File: src/rtl/mipsfpga_ahb_timer_bank_if.sv
`default_nettype none
// ============================================================================
// mipsfpga_ahb_timer_bank_if : simple peripheral bus behind the AHB-lite decoder
// Revision: 1.0
// ============================================================================
interface mipsfpga_ahb_timer_bank_if;
    logic        sel;
    logic        we;
    logic [7:0]  addr;
    logic [31:0] wdata;
    logic [31:0] rdata;

    modport master (output sel, output we, output addr, output wdata, input rdata);
    modport slave  (input sel, input we, input addr, input wdata, output rdata);
endinterface
`default_nettype wire

File: src/rtl/mipsfpga_ahb_timer_bank.sv
`default_nettype none
// ============================================================================
// mipsfpga_ahb_timer_bank : prescaled free-running TICKS counter plus NCH
// compare channels (one-shot / periodic) with per-channel interrupts.
// Revision: 1.0
// ============================================================================
module mipsfpga_ahb_timer_bank #(
    parameter int CLK_HZ  = 50000000,
    parameter int TICK_HZ = 1000,
    parameter int NCH     = 4
) (
    input  wire logic                 clk,
    input  wire logic                 resetn,
    mipsfpga_ahb_timer_bank_if.slave  bus,
    output logic [31:0]               ticks,
    output logic                      tick_pulse,
    output logic [NCH-1:0]            irq
);
    localparam int PERIOD = CLK_HZ / TICK_HZ;
    localparam int PW     = $clog2(PERIOD);

    logic [PW-1:0]  presc_q, presc_d;
    logic [31:0]    ticks_q, ticks_d;
    logic           run_q, run_d;
    logic           tick_pulse_q, tick_pulse_d;
    logic [31:0]    rdata_q, rdata_d;
    logic [31:0]    cmp_q    [NCH];
    logic [31:0]    cmp_d    [NCH];
    logic [31:0]    reload_q [NCH];
    logic [31:0]    reload_d [NCH];
    logic [NCH-1:0] en_q, en_d, per_q, per_d, ie_q, ie_d, pend_q, pend_d;

    logic           wr, rd, tick_edge, ticks_wr, ctrl_wr;
    logic [3:0]     a_hi;
    logic [1:0]     a_off;
    logic [NCH-1:0] match;
    logic [31:0]    rd_val;
    logic           unused_addr;

    assign unused_addr = ^bus.addr[1:0];

    always_comb begin
        wr        = bus.sel & bus.we;
        rd        = bus.sel & ~bus.we;
        a_hi      = bus.addr[7:4];
        a_off     = bus.addr[3:2];
        tick_edge = run_q && (presc_q == PW'(PERIOD - 1));
        ticks_wr  = wr && (bus.addr[7:2] == 6'h00);
        ctrl_wr   = wr && (bus.addr[7:2] == 6'h01);

        presc_d      = presc_q;
        ticks_d      = ticks_q;
        run_d        = run_q;
        tick_pulse_d = 1'b0;
        cmp_d        = cmp_q;
        reload_d     = reload_q;
        en_d         = en_q;
        per_d        = per_q;
        ie_d         = ie_q;
        pend_d       = pend_q;
        match        = '0;
        rd_val       = '0;

        // A bus write to TICKS pre-empts the tick on the same edge.
        if (ticks_wr) begin
            ticks_d = bus.wdata;
            presc_d = '0;
        end else if (run_q) begin
            if (tick_edge) begin
                presc_d      = '0;
                ticks_d      = ticks_q + 32'd1;
                tick_pulse_d = 1'b1;
            end else begin
                presc_d = presc_q + 1'b1;
            end
        end
        if (ctrl_wr) begin
            run_d = bus.wdata[0];
        end

        case (bus.addr[7:2])
            6'h00:   rd_val = ticks_q;
            6'h01:   rd_val = {31'b0, run_q};
            default: ;
        endcase

        // Match first, then bus writes, so written CMP/EN override reload/clear.
        for (int c = 0; c < NCH; c++) begin
            match[c] = tick_edge && !ticks_wr && en_q[c] && ((ticks_q + 32'd1) == cmp_q[c]);
            if (match[c]) begin
                pend_d[c] = 1'b1;
                if (per_q[c]) begin
                    cmp_d[c] = cmp_q[c] + reload_q[c];
                end else begin
                    en_d[c] = 1'b0;
                end
            end
            if (wr && (a_hi == 4'(c + 1))) begin
                case (a_off)
                    2'd0: cmp_d[c]    = bus.wdata;
                    2'd1: reload_d[c] = bus.wdata;
                    2'd2: begin
                        en_d[c]  = bus.wdata[0];
                        per_d[c] = bus.wdata[1];
                        ie_d[c]  = bus.wdata[2];
                        if (bus.wdata[3] && !match[c]) begin
                            pend_d[c] = 1'b0;
                        end
                    end
                    default: ;
                endcase
            end
            if (a_hi == 4'(c + 1)) begin
                case (a_off)
                    2'd0:    rd_val = cmp_q[c];
                    2'd1:    rd_val = reload_q[c];
                    2'd2:    rd_val = {28'b0, pend_q[c], ie_q[c], per_q[c], en_q[c]};
                    default: ;
                endcase
            end
        end

        rdata_d = rd ? rd_val : rdata_q;
    end

    always_ff @(posedge clk or negedge resetn) begin
        if (!resetn) begin
            presc_q      <= '0;
            ticks_q      <= '0;
            run_q        <= 1'b1;
            tick_pulse_q <= 1'b0;
            rdata_q      <= '0;
            en_q         <= '0;
            per_q        <= '0;
            ie_q         <= '0;
            pend_q       <= '0;
            for (int c = 0; c < NCH; c++) begin
                cmp_q[c]    <= '0;
                reload_q[c] <= '0;
            end
        end else begin
            presc_q      <= presc_d;
            ticks_q      <= ticks_d;
            run_q        <= run_d;
            tick_pulse_q <= tick_pulse_d;
            rdata_q      <= rdata_d;
            en_q         <= en_d;
            per_q        <= per_d;
            ie_q         <= ie_d;
            pend_q       <= pend_d;
            cmp_q        <= cmp_d;
            reload_q     <= reload_d;
        end
    end

    assign ticks      = ticks_q;
    assign tick_pulse = tick_pulse_q;
    assign irq        = pend_q & ie_q;
    assign bus.rdata  = rdata_q;

endmodule
`default_nettype wire

File: src/flat_wrapper.sv
// flat-port wrapper written by rule: the top's interface ports become plain ports
module mipsfpga_ahb_timer_bank_flat 
#(
    parameter int CLK_HZ  = 50000000,
    parameter int TICK_HZ = 1000,
    parameter int NCH     = 4
)
  (clk, resetn, ticks, tick_pulse, irq, bus_sel, bus_we, bus_addr, bus_wdata, bus_rdata);
  mipsfpga_ahb_timer_bank_if bus_i ();
  input  wire logic clk;
  input  wire logic resetn;
  output logic [31:0] ticks;
  output logic tick_pulse;
  output logic [NCH-1:0] irq;
  input wire logic [$bits(bus_i.sel)-1:0] bus_sel;
  input wire logic [$bits(bus_i.we)-1:0] bus_we;
  input wire logic [$bits(bus_i.addr)-1:0] bus_addr;
  input wire logic [$bits(bus_i.wdata)-1:0] bus_wdata;
  output wire logic [$bits(bus_i.rdata)-1:0] bus_rdata;
  assign bus_i.sel = bus_sel;
  assign bus_i.we = bus_we;
  assign bus_i.addr = bus_addr;
  assign bus_i.wdata = bus_wdata;
  assign bus_rdata = bus_i.rdata;
  mipsfpga_ahb_timer_bank #(.CLK_HZ(CLK_HZ), .TICK_HZ(TICK_HZ), .NCH(NCH)) u_core (.clk(clk), .resetn(resetn), .bus(bus_i), .ticks(ticks), .tick_pulse(tick_pulse), .irq(irq));
endmodule
File: config.mk
export PLATFORM = sky130hd
export DESIGN_NAME = mipsfpga_ahb_timer_bank_flat
export DESIGN_NICKNAME = d
export VERILOG_FILES = /design/src/rtl/mipsfpga_ahb_timer_bank_if.sv /design/src/rtl/mipsfpga_ahb_timer_bank.sv /design/src/flat_wrapper.sv
export SDC_FILE = /design/constraint.sdc
export NUM_CORES = 1
export LEC_CHECK = 0
export BUFFER_PORTS_ARGS = -buffer_cell sky130_fd_sc_hd__buf_2
export CAP_MARGIN = 20
export CORE_ASPECT_RATIO = 0.7
export CORE_MARGIN = 2
export CORE_UTILIZATION = 60
export DETAILED_ROUTE_END_ITERATION = 6
export PLACE_DENSITY_LB_ADDON = 0.12
export RECOVER_POWER = 50
export SLEW_MARGIN = 20
export SYNTH_ARGS = -nofsm -noshare
export SYNTH_HDL_FRONTEND = slang
export SYNTH_SLANG_ARGS = --single-unit
File: constraint.sdc
create_clock -name clk -period 5.32 [get_ports clk]
set_input_delay 0 -clock clk [delete_from_list [all_inputs] [get_ports clk]]
set_output_delay 0 -clock clk [all_outputs]
set_load 0.01 [all_outputs]
==> impl_metrics.toml <==
[synthesis]
synth.distinct_cells = 93
synthCells = 3143
synthArstFlopShare_pct = 100
syn_avg_cell_area_um2 = 8.86
synth-edff-count = 0
synth_nets = 3317
ys_ff_latch = 354
syn_area_mm2 = 0.0279
yosysWarnings = 0
synth_flop_cell = "dfrtp_1"
yosysSeqAreaShare_pct = 31.8

[power_and_ir_drop]
p_per_area_mw_per_mm2 = 295
ir_worst_vdd_mv = 0.244
leakagePower_nw = 13.7

[timing]
final.setup.tns_ps = 0
skew_ps = 19.3
timing.slew.headroom_pct = -102
fin_crit_sh_pct = 92.8
worstMarginPinSlew_ps = 3030
hold_violations = 0
min_period_ps = 4940
rsz0062_at_grt = "no"
setup_viol = 0
drv_slew = 144
fmax_ghz = 0.203

[die]
die_area_mm2 = 0.0482
die_x_um = 262
core_mm2 = 0.0462
start_util_pct = 60.3
boundaryPins = 113
rows = 66
fp.dieH_um = 184

[clock_network]
ctsHoldBuffers = 36
clkLatencyLatePin_ps = 580
cts-root-buf = "clkbuf_16"
cts_buffers = 39
clockBufferDepth = 3
cts.repair.resized = 0
clock-sinks = 354
path_clk_slew_ps = 70
tritoncts = "done"
h-tree-depth = 2
cts_setup_buffers = 0

[cells_and_area]
antenna_cells = 0
nFillCells = 3818
drive_gt1_share_pct = 11.6
layout.nets = 3384
fin_util_pct = 66.3
area_growth_pct = 9.90

[routing]
routed_wl_um = 109000
drtAntennaViolNets = 0
firstDrtPassIters = 7
drt-initial-drc-count = 3918
drc = 0
via_count = 26993
wl_per_cell_um = 28.4
viasPerCell = 7.01

[worst_setup_path]
endpoint_kind = "register"
crit_fanout = 34
required_ps = 5780
startpoint_type = "register"
crit_type = "register to register"
cp.arrival_ps = 5400

[placed_design]
dp_hpwl_um = 82000
gp_congestion = 1.04
numPortBuffers = 110

[grt]
antenna_found_initial = 2
grt_overflow = 0
grt_max_degree = 151
track_usage_pct = 44.7
grt_pass1_vias = 25317
grt_pass1_wl_um = 161000

[min_path]
hold_path.class = "primary input to register"

[job]
cap_violations = 2

[outcome]
status = "finished, violations left"
violations = "capacitance limit, slew limit"
-- cell usage after synthesis (17+ instances only) --
cell type  number  share of area, %
nor3_1         55              0.99
and3_1         26              0.58
ha_1          126               5.7
nand3_1        75               1.3
nand2b_1       22              0.49
nor4_1         18              0.40
nor2_1        198               2.7
or3_1          22              0.49
mux2i_1       225               8.1
o21a_1         21              0.57
nand2_1       312               4.2
buf_1          42              0.57
o21ai_1        30              0.54
a21oi_1       171               3.1
a21o_1         55               1.5
o21ai_0       221               4.0
and4_1         18              0.57
and2_1         31              0.70
xnor2_1       158               5.0
nor2b_1        29              0.65
nand4_1        43              0.97
a31oi_1        34              0.76
clkbuf_1      121               1.6
a211oi_1       45               1.2
o22ai_1        77               1.7
buf_2          23              0.41
mux2_2        150               6.1
dfrtp_1       353                32
inv_1          61              0.82
xor2_1         85               2.7
o31ai_1        17              0.46
-- routing by layer --
metal | track usage, % | wire, µm
met1 | 65.0 | 46100
met2 | 61.8 | 44300
met3 | 14.3 | 15300
met4 | 15.1 | 3640
met5 | 0 | 13
-- registers in the layout (all words and copies together), names as in the netlist, 4 cells and up --
| name | cells |
|---|---|
| u_core.presc_q | 16 |
| u_core.ticks | 32 |
| u_core.bus.rdata | 32 |
| u_core.pend_q | 4 |
| u_core.en_q | 4 |
| u_core.cmp_q | 128 |
| u_core.per_q | 4 |
| u_core.ie_q | 4 |
| u_core.reload_q | 128 |
-- power breakdown --
group | total, mW | switching [mW] | internal, mW
combinational | 2.71 | 1.68 | 1.03
sequential | 3.41 | 0.465 | 2.95
clock | 2.89 | 1.24 | 1.65
-- cell type report --
| class | count | area, µm² | share of cell area, % |
|---|---|---|---|
| clock buffer | 58 | 1150 | 3.75 |
| clock inverter | 12 | 160 | 0.523 |
| timing repair buffer | 222 | 1460 | 4.75 |
| tap | 612 | 766 | 2.50 |
| sequential | 354 | 8860 | 28.9 |
| inverter | 61 | 229 | 0.748 |
| multi-input combinational | 2532 | 18000 | 58.8 |
-- final timing paths --
| check | from | end | slack (ps) | cells after the start |
|---|---|---|---|---|
| hold / removal | bus_we | u_core.en_q[0] | 20 | 5 |
| min in group asynchronous | resetn | u_core.reload_q[37] | 950 | 2 |
| max in group asynchronous | resetn | u_core.cmp_q[24] | 2400 | 3 |
| setup reg to reg | u_core.ticks[3] | u_core.cmp_q[63] | 380 | 11 |
| hold reg to reg | u_core.bus.rdata[3] | u_core.bus.rdata[3] | 510 | 1 |
| setup / recovery | u_core.ticks[3] | u_core.cmp_q[63] | 380 | 11 |
-- kinds of logic after synthesis --
group / count (synthesis) / share of synthesized area, %
xor gates and xnor gates: 253 / 8.45
adders and majority gates: 130 / 5.95
muxes: 375 / 14.2
DFF: 354 / 31.8
and+or+nand+nor: 930 / 16.7
AOI/OAI and AO/OA: 844 / 19.2
buffers and inverters: 257 / 3.74
-- cell usage in the layout, fill, tap and decap left out, types with 56 or more instances in the layout --
cell type  instances
dfrtp_1          353
mux2_2           150
inv_1             61
nand3_1           74
ha_1             126
buf_4             56
mux2i_1          225
nor2_1           198
a21oi_1          171
xnor2_1          158
clkbuf_1          80
xor2_1            85
o21ai_0          221
nand2_1          312
o22ai_1           77
-- stage by stage --
stage | instances | worst slack, ps | hold WS [ps] | area [µm²] | total power [mW]
after CTS | 3848 | 586 | 2.22 | 30700 | 8.92
after global routing | 3851 | 278 | 58.2 | 30600 | 9.31
after floorplan | 3143 | 1460 | -296 | 27900 | 5.06
after global placement | 3742 | 685 | 135 | 29000 | 5.94
final | 3851 | 383 | 20.6 | 30600 | 9.02
after detailed placement | 3742 | 656 | 149 | 29000 | 6.03
-- critical path: stages, from the launching register on --
cell and delay [ps]:
dfrtp_1 650, nand2_2 250, or4_1 810, o31ai_2 830, and2_1 310, o221ai_1 130, a311oi_1 600, nand4_1 320
nor2_4 180, buf_12 260, a21oi_1 110, a211o_1 290
Note: power is estimated with default switching activity, not from simulation.
